==> config.mk <==
export PLATFORM = sky130hd
export DESIGN_NAME = apb_mem_arbiter
export DESIGN_NICKNAME = d
export VERILOG_FILES = /design/src/rtl/apb_bridge_pkg.sv /design/src/rtl/rr_arb2.sv /design/src/rtl/apb_mem_arbiter.sv
export SDC_FILE = /design/constraint.sdc
export NUM_CORES = 1
export LEC_CHECK = 0
export ABC_AREA = 1
export CAP_MARGIN = 10
export CELL_PAD_IN_SITES_DETAIL_PLACEMENT = 1
export CELL_PAD_IN_SITES_GLOBAL_PLACEMENT = 1
export CORE_UTILIZATION = 30
export CTS_CLUSTER_DIAMETER = 100
export DETAILED_ROUTE_END_ITERATION = 10
export PLACE_DENSITY_LB_ADDON = 0.1
export SYNTH_ARGS = -nofsm -noshare
export SYNTH_HDL_FRONTEND = slang
export SYNTH_SLANG_ARGS = --single-unit
==> constraint.sdc <==
create_clock -name Pclk -period 4.5 [get_ports Pclk]
set_input_delay 0.45 -clock Pclk [delete_from_list [all_inputs] [get_ports Pclk]]
set_output_delay 0.45 -clock Pclk [all_outputs]
set_load 0.01 [all_outputs]
==> src/rtl/apb_bridge_pkg.sv <==
// Shared FSM state type and default sizing for the two-client APB memory bridge.
package apb_bridge_pkg;

    localparam int APB_ASIZE     = 32;
    localparam int APB_DSIZE     = 32;
    localparam int APB_MEM_DEPTH = 16;

    typedef enum logic [1:0] {
        IDLE   = 2'd0,
        SETUP  = 2'd1,
        ACCESS = 2'd2,
        RESP   = 2'd3
    } apb_state_e;

    function automatic logic [1:0] onehot2(input logic sel);
        return sel ? 2'b10 : 2'b01;
    endfunction

endpackage

==> src/rtl/rr_arb2.sv <==
// Two-way round-robin arbiter; the last-grant flag only advances when en_i accepts a grant.
module rr_arb2 (
    input  logic       clk_i,
    input  logic       rst_ni,
    input  logic [1:0] req_i,
    input  logic       en_i,
    output logic [1:0] gnt_o
);

    logic last_q, last_d;

    // last_q = 1 means req1 won last, so req0 takes the first contest out of reset
    always_comb begin
        gnt_o = 2'b00;
        case (req_i)
            2'b01:   gnt_o = 2'b01;
            2'b10:   gnt_o = 2'b10;
            2'b11:   gnt_o = last_q ? 2'b01 : 2'b10;
            default: gnt_o = 2'b00;
        endcase
    end

    assign last_d = (en_i && (req_i != 2'b00)) ? gnt_o[1] : last_q;

    always_ff @(posedge clk_i or negedge rst_ni) begin
        if (!rst_ni) last_q <= 1'b1;
        else         last_q <= last_d;
    end

endmodule

==> src/rtl/apb_mem_arbiter.sv <==
// Shares one APB slave memory between two requesters: round-robin grant,
// SETUP/ACCESS sequencing, address range check and a one-cycle response pulse.
module apb_mem_arbiter
    import apb_bridge_pkg::*;
#(
    parameter int ASIZE     = APB_ASIZE,
    parameter int DSIZE     = APB_DSIZE,
    parameter int MEM_DEPTH = APB_MEM_DEPTH
) (
    input  logic               Pclk,
    input  logic               Presetn,
    input  logic [1:0]         req_valid,
    output logic [1:0]         req_ready,
    input  logic [1:0]         req_write,
    input  logic [2*ASIZE-1:0] req_addr,
    input  logic [2*DSIZE-1:0] req_wdata,
    output logic [1:0]         rsp_valid,
    output logic               rsp_err,
    output logic [DSIZE-1:0]   rsp_rdata,
    output logic               Psel,
    output logic               Penable,
    output logic               Pwrite,
    output logic [ASIZE-1:0]   Paddr,
    output logic [DSIZE-1:0]   Pdata,
    input  logic [DSIZE-1:0]   memory_out
);

    localparam logic [ASIZE-1:0] DEPTH_A = ASIZE'(MEM_DEPTH);

    apb_state_e       state_q, state_d;
    logic [1:0]       gnt;
    logic             idle, take, sel, sel_write, sel_err;
    logic [ASIZE-1:0] sel_addr;
    logic [DSIZE-1:0] sel_wdata;

    logic             gsel_q, write_q, err_q;
    logic [ASIZE-1:0] paddr_q;
    logic [DSIZE-1:0] pdata_q, rdata_q;

    rr_arb2 u_arb (
        .clk_i  (Pclk),
        .rst_ni (Presetn),
        .req_i  (req_valid),
        .en_i   (idle),
        .gnt_o  (gnt)
    );

    assign idle      = (state_q == IDLE);
    assign take      = idle && (gnt != 2'b00);
    assign sel       = gnt[1];
    assign sel_write = req_write[sel];
    assign sel_addr  = sel ? req_addr[2*ASIZE-1:ASIZE]  : req_addr[ASIZE-1:0];
    assign sel_wdata = sel ? req_wdata[2*DSIZE-1:DSIZE] : req_wdata[DSIZE-1:0];
    // full-width unsigned compare: high address bits must never alias a legal word
    assign sel_err   = (sel_addr >= DEPTH_A);

    always_ff @(posedge Pclk or negedge Presetn) begin
        if (!Presetn) state_q <= IDLE;
        else          state_q <= state_d;
    end

    always_comb begin
        state_d = state_q;
        case (state_q)
            IDLE:    if (take) state_d = sel_err ? RESP : SETUP;
            SETUP:   state_d = ACCESS;
            ACCESS:  state_d = RESP;
            RESP:    state_d = IDLE;
            default: state_d = IDLE;
        endcase
    end

    always_comb begin
        Psel      = 1'b0;
        Penable   = 1'b0;
        Pwrite    = 1'b0;
        rsp_valid = 2'b00;
        rsp_err   = 1'b0;
        case (state_q)
            SETUP: begin
                Psel   = 1'b1;
                Pwrite = write_q;
            end
            ACCESS: begin
                Psel    = 1'b1;
                Penable = 1'b1;
                Pwrite  = write_q;
            end
            RESP: begin
                rsp_valid = onehot2(gsel_q);
                rsp_err   = err_q;
            end
            default: ;
        endcase
    end

    // Paddr/Pdata only move on a legal grant so the bus stays quiet around error responses
    always_ff @(posedge Pclk or negedge Presetn) begin
        if (!Presetn) begin
            gsel_q  <= 1'b0;
            write_q <= 1'b0;
            err_q   <= 1'b0;
            paddr_q <= '0;
            pdata_q <= '0;
            rdata_q <= '0;
        end else begin
            if (take) begin
                gsel_q  <= sel;
                write_q <= sel_write;
                err_q   <= sel_err;
                if (sel_err) begin
                    rdata_q <= '0;
                end else begin
                    paddr_q <= sel_addr;
                    pdata_q <= sel_wdata;
                end
            end
            if (state_q == ACCESS) rdata_q <= write_q ? '0 : memory_out;
        end
    end

    // gated by reset so a requester holding valid through reset sees no grant
    assign req_ready = (idle && Presetn) ? gnt : 2'b00;
    assign Paddr     = paddr_q;
    assign Pdata     = pdata_q;
    assign rsp_rdata = rdata_q;

endmodule

# --- After elaboration in Yosys (flattened, before gate mapping) ---
# Index checks and enable logic that the tools add are counted.
word_totals:
  mem_count: 0
  out_inout_bits: 104
  elab_cells: 49
  latchBits: 0
  mem_bits_ro: 0
  ramBits: 0
  register_bits: 102
classes:
  bitwise: 1
  div_mod_pow: 0
  magnitude_cmp: 2
  n_eq_ne: 7
  addsub: 0
  n_reduce_logical: 11
  n_shift: 0
  mux: 20
  multipliers: 0
op_table:
  columns: ["op", "n"]
  rows:
  - ["$mux 32", 6]
  - ["$ge 32x5->1 const B", 1]
  - ["$mux 2", 6]
  - ["$eq 2x2->1 const B", 4]
  - ["$pmux 2 s4", 1]
  - ["$reduce_bool 2->1", 4]
  - ["$mux 1", 6]
  - ["$pmux 2 s3", 1]
  - ["$eq 2x1->1 const B", 2]
  - ["$reduce_and 2->1", 2]
  - ["$logic_and 1x1->1", 3]
  - ["$logic_not 2->1", 1]
  - ["$lt 1x2->1 const B", 1]
  - ["$ne 2x1->1 const B", 1]
  - ["$reduce_or 2->1", 1]
  - ["$not 1->1", 1]

# --- Logic depth before layout (Yosys ltp) ---
logic_depth:
  depth_word: 7
  ltp_mapped: 14
  mapped_depth_nobuf: 12

# --- Hierarchy ---
# From an unflattened synthesis, not the netlist that was laid out.
hier_totals:
  hier_cells: 588
  hier_area_um2: 5047.3
modules_own_cells:
  columns: ["module", "area_per_inst_um2", "cells_per_inst", "instances"]
  rows:
  - ["apb_mem_arbiter", 4981.0, 579, 1]
  - ["rr_arb2", 66.3, 9, 1]

# --- Worst setup path before layout ---
# Ideal clock, no wire load.
synth_path:
  path_type: "input-to-output"
  startpoint: "input port req_valid[1]"
  endpoint: "output port req_ready[1]"
  path_stages: 6
  slack_ps: 2535
  arrival_time_ps: 1515
  cell_sequence: "inv_2 -> a21oi_4 -> buf_2 -> buf_1 -> nand3_1 -> inv_1"
synth_between:
  elab_chain_cells: 3
  word_cells_on_any_way: 5
  classes_between: "3 x eq/ne; 2 x mux"
synth_lines:
  columns: ["element", "line_no", "source"]
  rows:
  - ["start: declaration", "apb_mem_arbiter.sv:12", "input logic [1:0] req_valid,"]
  - ["$eq 2x2->1 / $eq 2x1->1 (equally long branches)", "rr_arb2.sv:15", "case (req_i)"]
  - ["$pmux 2 s3 (*)", "rr_arb2.sv:15", null]
  - ["$mux 2 (*)", "apb_mem_arbiter.sv:123", "assign req_ready = (idle && Presetn) ? gnt : 2'b00;"]
  - ["end: declaration", "apb_mem_arbiter.sv:13", "output logic [1:0] req_ready,"]
# Mark *: on every way between the ends. The rest lies on a longest branch, timed or not.

# --- Worst setup path after layout ---
layout_path:
  startpoint: "input port req_valid[1]"
  endpoint: "register pdata_q[16], in the netlist Pdata[16]"
layout_between:
  elab_chain_cells: 6
  word_cells_on_any_way: 11
  classes_between: "1 x order compare; 3 x eq/ne; 3 x mux; 1 x bitwise; 3 x reduce/logical"
layout_lines:
  columns: ["element", "line_no", "source"]
  rows:
  - ["$eq 2x2->1 / $eq 2x1->1 (equally long branches)", "rr_arb2.sv:15", null]
  - ["$pmux 2 s3 (*)", "rr_arb2.sv:15", null]
  - ["$mux 32", "apb_mem_arbiter.sv:52", "assign sel_addr = sel ? req_addr[2*ASIZE-1:ASIZE] : req_addr[ASIZE-1:0];"]
  - ["$ge 32x5->1", "apb_mem_arbiter.sv:55", "assign sel_err = (sel_addr >= DEPTH_A);"]
  - ["$not 1->1 (no line)", null, null]
  - ["$reduce_and 2->1 (no line)", null, null]
  - ["end signal: assignment", "apb_mem_arbiter.sv:115", "pdata_q <= sel_wdata;"]
  - ["end: declaration", "apb_mem_arbiter.sv:38", "logic [DSIZE-1:0] pdata_q, rdata_q;"]
# Marked as above.
# A chain may end at the register's enable or synchronous reset.

==> results.toml <==
[run_status]
outcome = "completed"

[detailed_routing]
viasPerCell = 4.46
via_count = 4572
routed_wl_mm = 16.8
wl_per_cell_um = 16.4
dr.pass1.iters = 4
route.detailed.drc = 0
drtIter0Drc = 159
final_antenna_net_count = 0

[yosys]
synth_simple_gate_area_share_pct = 20.3
synth_most_common_cell = "nand2_1"
synth-compound-area-share_pct = 9.82
synth_fp_nets = 714
syn_area_per_cell_um2 = 8.98
yosysWarnings = 0
netlist_instances = 545
muxShareOfSynthArea_pct = 7.37
ys_seq_area_share_pct = 52.2
synth_area_leader_cell = "dfrtp_1"
ys_top_cells_by_area = "dfrtp_1 (52%), nand2_1 (15%), mux2i_1 (7.4%)"
synth_top_area_share_pct = 51.7
synthTopCellsByCount = "nand2_1 (191), dfrtp_1 (101), inv_1 (63)"
ys_ff_latch = 102
synth-xor-area-share_pct = 0
synthFlopType = "dfrtp_1"
synth_edf_count = 0
synth-adder-area-share_pct = 0.767
syn_area_mm2 = 0.00489
async_flop_share_pct = 100
ys_types = 27
synth_top_family_by_area = "simple AND/OR/NAND/NOR gates"

[cts]
cts-resized-gates = 0
clkTransAtPathRegs_ps = 70
hold_buffers = 0
cts_buffers = 9
cts-htree-levels = 3
clockBufferDepth = 2
cts_tree = "done"
insertion_delay_ps = 350
cts_root_buf = "clkbuf_16"
cts_setup_buffers = 0
cts_sinks = 102

[floorplan]
coreArea_mm2 = 0.0159
die-area_mm2 = 0.0168
die_w_um = 130
chipHeight_um = 130
start_util_pct = 30.8
pin_count = 270
std_cell_rows = 46

[timing]
period_share_pct = 70.0
tns_ps = 0
finalHoldViolCount = 0
fin_worst_skew_ps = 5.72
rsz0062_at_grt = "no"
worst-slew-pin-transition_ps = 780
setup_viol = 0
fmax_mhz = 317
worst_slack_ps = 1350
slew_headroom_pct = 48.0
period_needed_ps = 3150
maxSlewViolCount = 0
hold_ws_ps = 174

[setup_path]
rr_worst_depth = 12
endpoint_kind = "flop"
cp_max_fo = 64
worstSetupPathType = "input pin to flop"
crit_path_start_kind = "input pin"
cp.required_ps = 4730
cp_data_arrival_time_ps = 3380

[layout]
drive_above_1_share_pct = 8.04
fill_cells = 1838
nets = 972
areaGrowthSynthToFinish_pct = 63.4

[power_and_ir_drop]
powerDensity_mw_per_mm2 = 403
leakage_nw = 3.91
finalPower_w = 0.00322
ir_drop_mv = 0.245

[global_routing]
gr-total-overflow = 0
grt_pass1_vias = 4807
grt_max_degree = 65
grt_pass1_wl_mm = 25.7
grtUsageTotal_pct = 20.2
antenna_found_initial = 1

[placement]
hpwl_mm = 13.0
io_buffers = 269
gp_congestion = 0.729
dp_slack_ps = 958

[job]
drv_cap = 0

[hold_path]
hold_class = "input pin to async pin"
==> layout by cell type (no fill, tap or decap), types with 2 or more instances in the layout <==
master,netlist,layout
nor2_2,2,3
clkdlybuf4s50_1,0,268
nand3_1,35,35
mux2i_1,36,36
dfrtp_1,101,101
or2_2,2,2
clkbuf_16,0,9
inv_1,63,63
o21ai_2,34,34
o21ai_0,16,16
nor2_1,12,11
buf_4,2,6
ha_1,3,3
o21ai_1,12,12
clkbuf_1,5,2
nand2_1,191,191
==> sequential cells by signal, indices dropped and copies added (netlist names) <==
name          count
Paddr            32
Pdata            32
err_q             1
gsel_q            1
rsp_rdata        32
state_q           2
u_arb.last_q      1
write_q           1
==> metal layers <==
layer | vias up | global-route usage, % | share of wire [%]
li1 | 2218 | - | -
met1 | 2172 | 22.6 | 39
met2 | 162 | 35.7 | 50
met3 | 20 | 6.64 | 9.5
met4 | 0 | 7.52 | 2.0
met5 | - | 0 | 0
==> final cells by class <==
cell class	instances	area, µm²	share of cell area, %
clock inverters	4	55.1	0.689
flip-flops and latches	102	2550	32.0
multi-input cells	350	1870	23.4
diodes	1	2.50	0.0313
repair buffers	275	2750	34.4
inverters	65	244	3.05
clock buffers	12	246	3.08
well taps	216	270	3.38
==> critical path, cell delays in order <==
cell	delay [ps]
clkdlybuf4s50_1	540
inv_2	80
a21oi_4	140
buf_4	520
nand2_1	130
o21ai_1	110
nand2_1	70
nor2_1	100
nand2_1	60
nor2_2	170
nand3_4	390
buf_12	380
nand2_1	120
o21ai_2	60
==> through the flow <==
step	cell area, µm²	utilization [%]	std cells
finish	7990	50.3	1025
CTS	7990	50.3	1024
global route	7990	50.3	1025
detailed placement	7690	48.4	1008
floorplan	4890	-	545
global placement	7690	48.4	1008
==> where the power goes <==
| group | switching [W] | internal (W) | leakage (nW) | total, W |
|---|---|---|---|---|
| registers | 0.000106 | 0.00109 | 1.39 | 0.00120 |
| logic | 0.000618 | 0.000610 | 2.38 | 0.00123 |
| clock network | 0.000345 | 0.000450 | 0.143 | 0.000795 |
| total | 0.00107 | 0.00215 | 3.91 | 0.00322 |
==> kinds of logic (layout without fill, tap and decap cells) <==
kind of cell	count (synthesis)	after routing
simple gates	245	245
flops	102	102
compound gates	66	66
fa+ha+maj	3	3
other cells	0	1
mux	36	36
buf+inv	93	356
==> final timing paths <==
path	from	to	slack, ps
min	Presetn	Pdata[2]$_DFFE_PN0P_	170
max	req_valid[1]	Pdata[16]$_DFFE_PN0P_	1350
min in group Pclk	Paddr[14]$_DFFE_PN0P_	Paddr[14]$_DFFE_PN0P_	470
max reg2reg	u_arb.last_q$_DFFE_PN1P_	Pdata[16]$_DFFE_PN0P_	1650
max in group asynchronous	Presetn	rsp_rdata[5]$_DFFE_PN0P_	3240
min reg2reg	Paddr[14]$_DFFE_PN0P_	Paddr[14]$_DFFE_PN0P_	470
No activity file was read; power rests on OpenSTA's default activity.
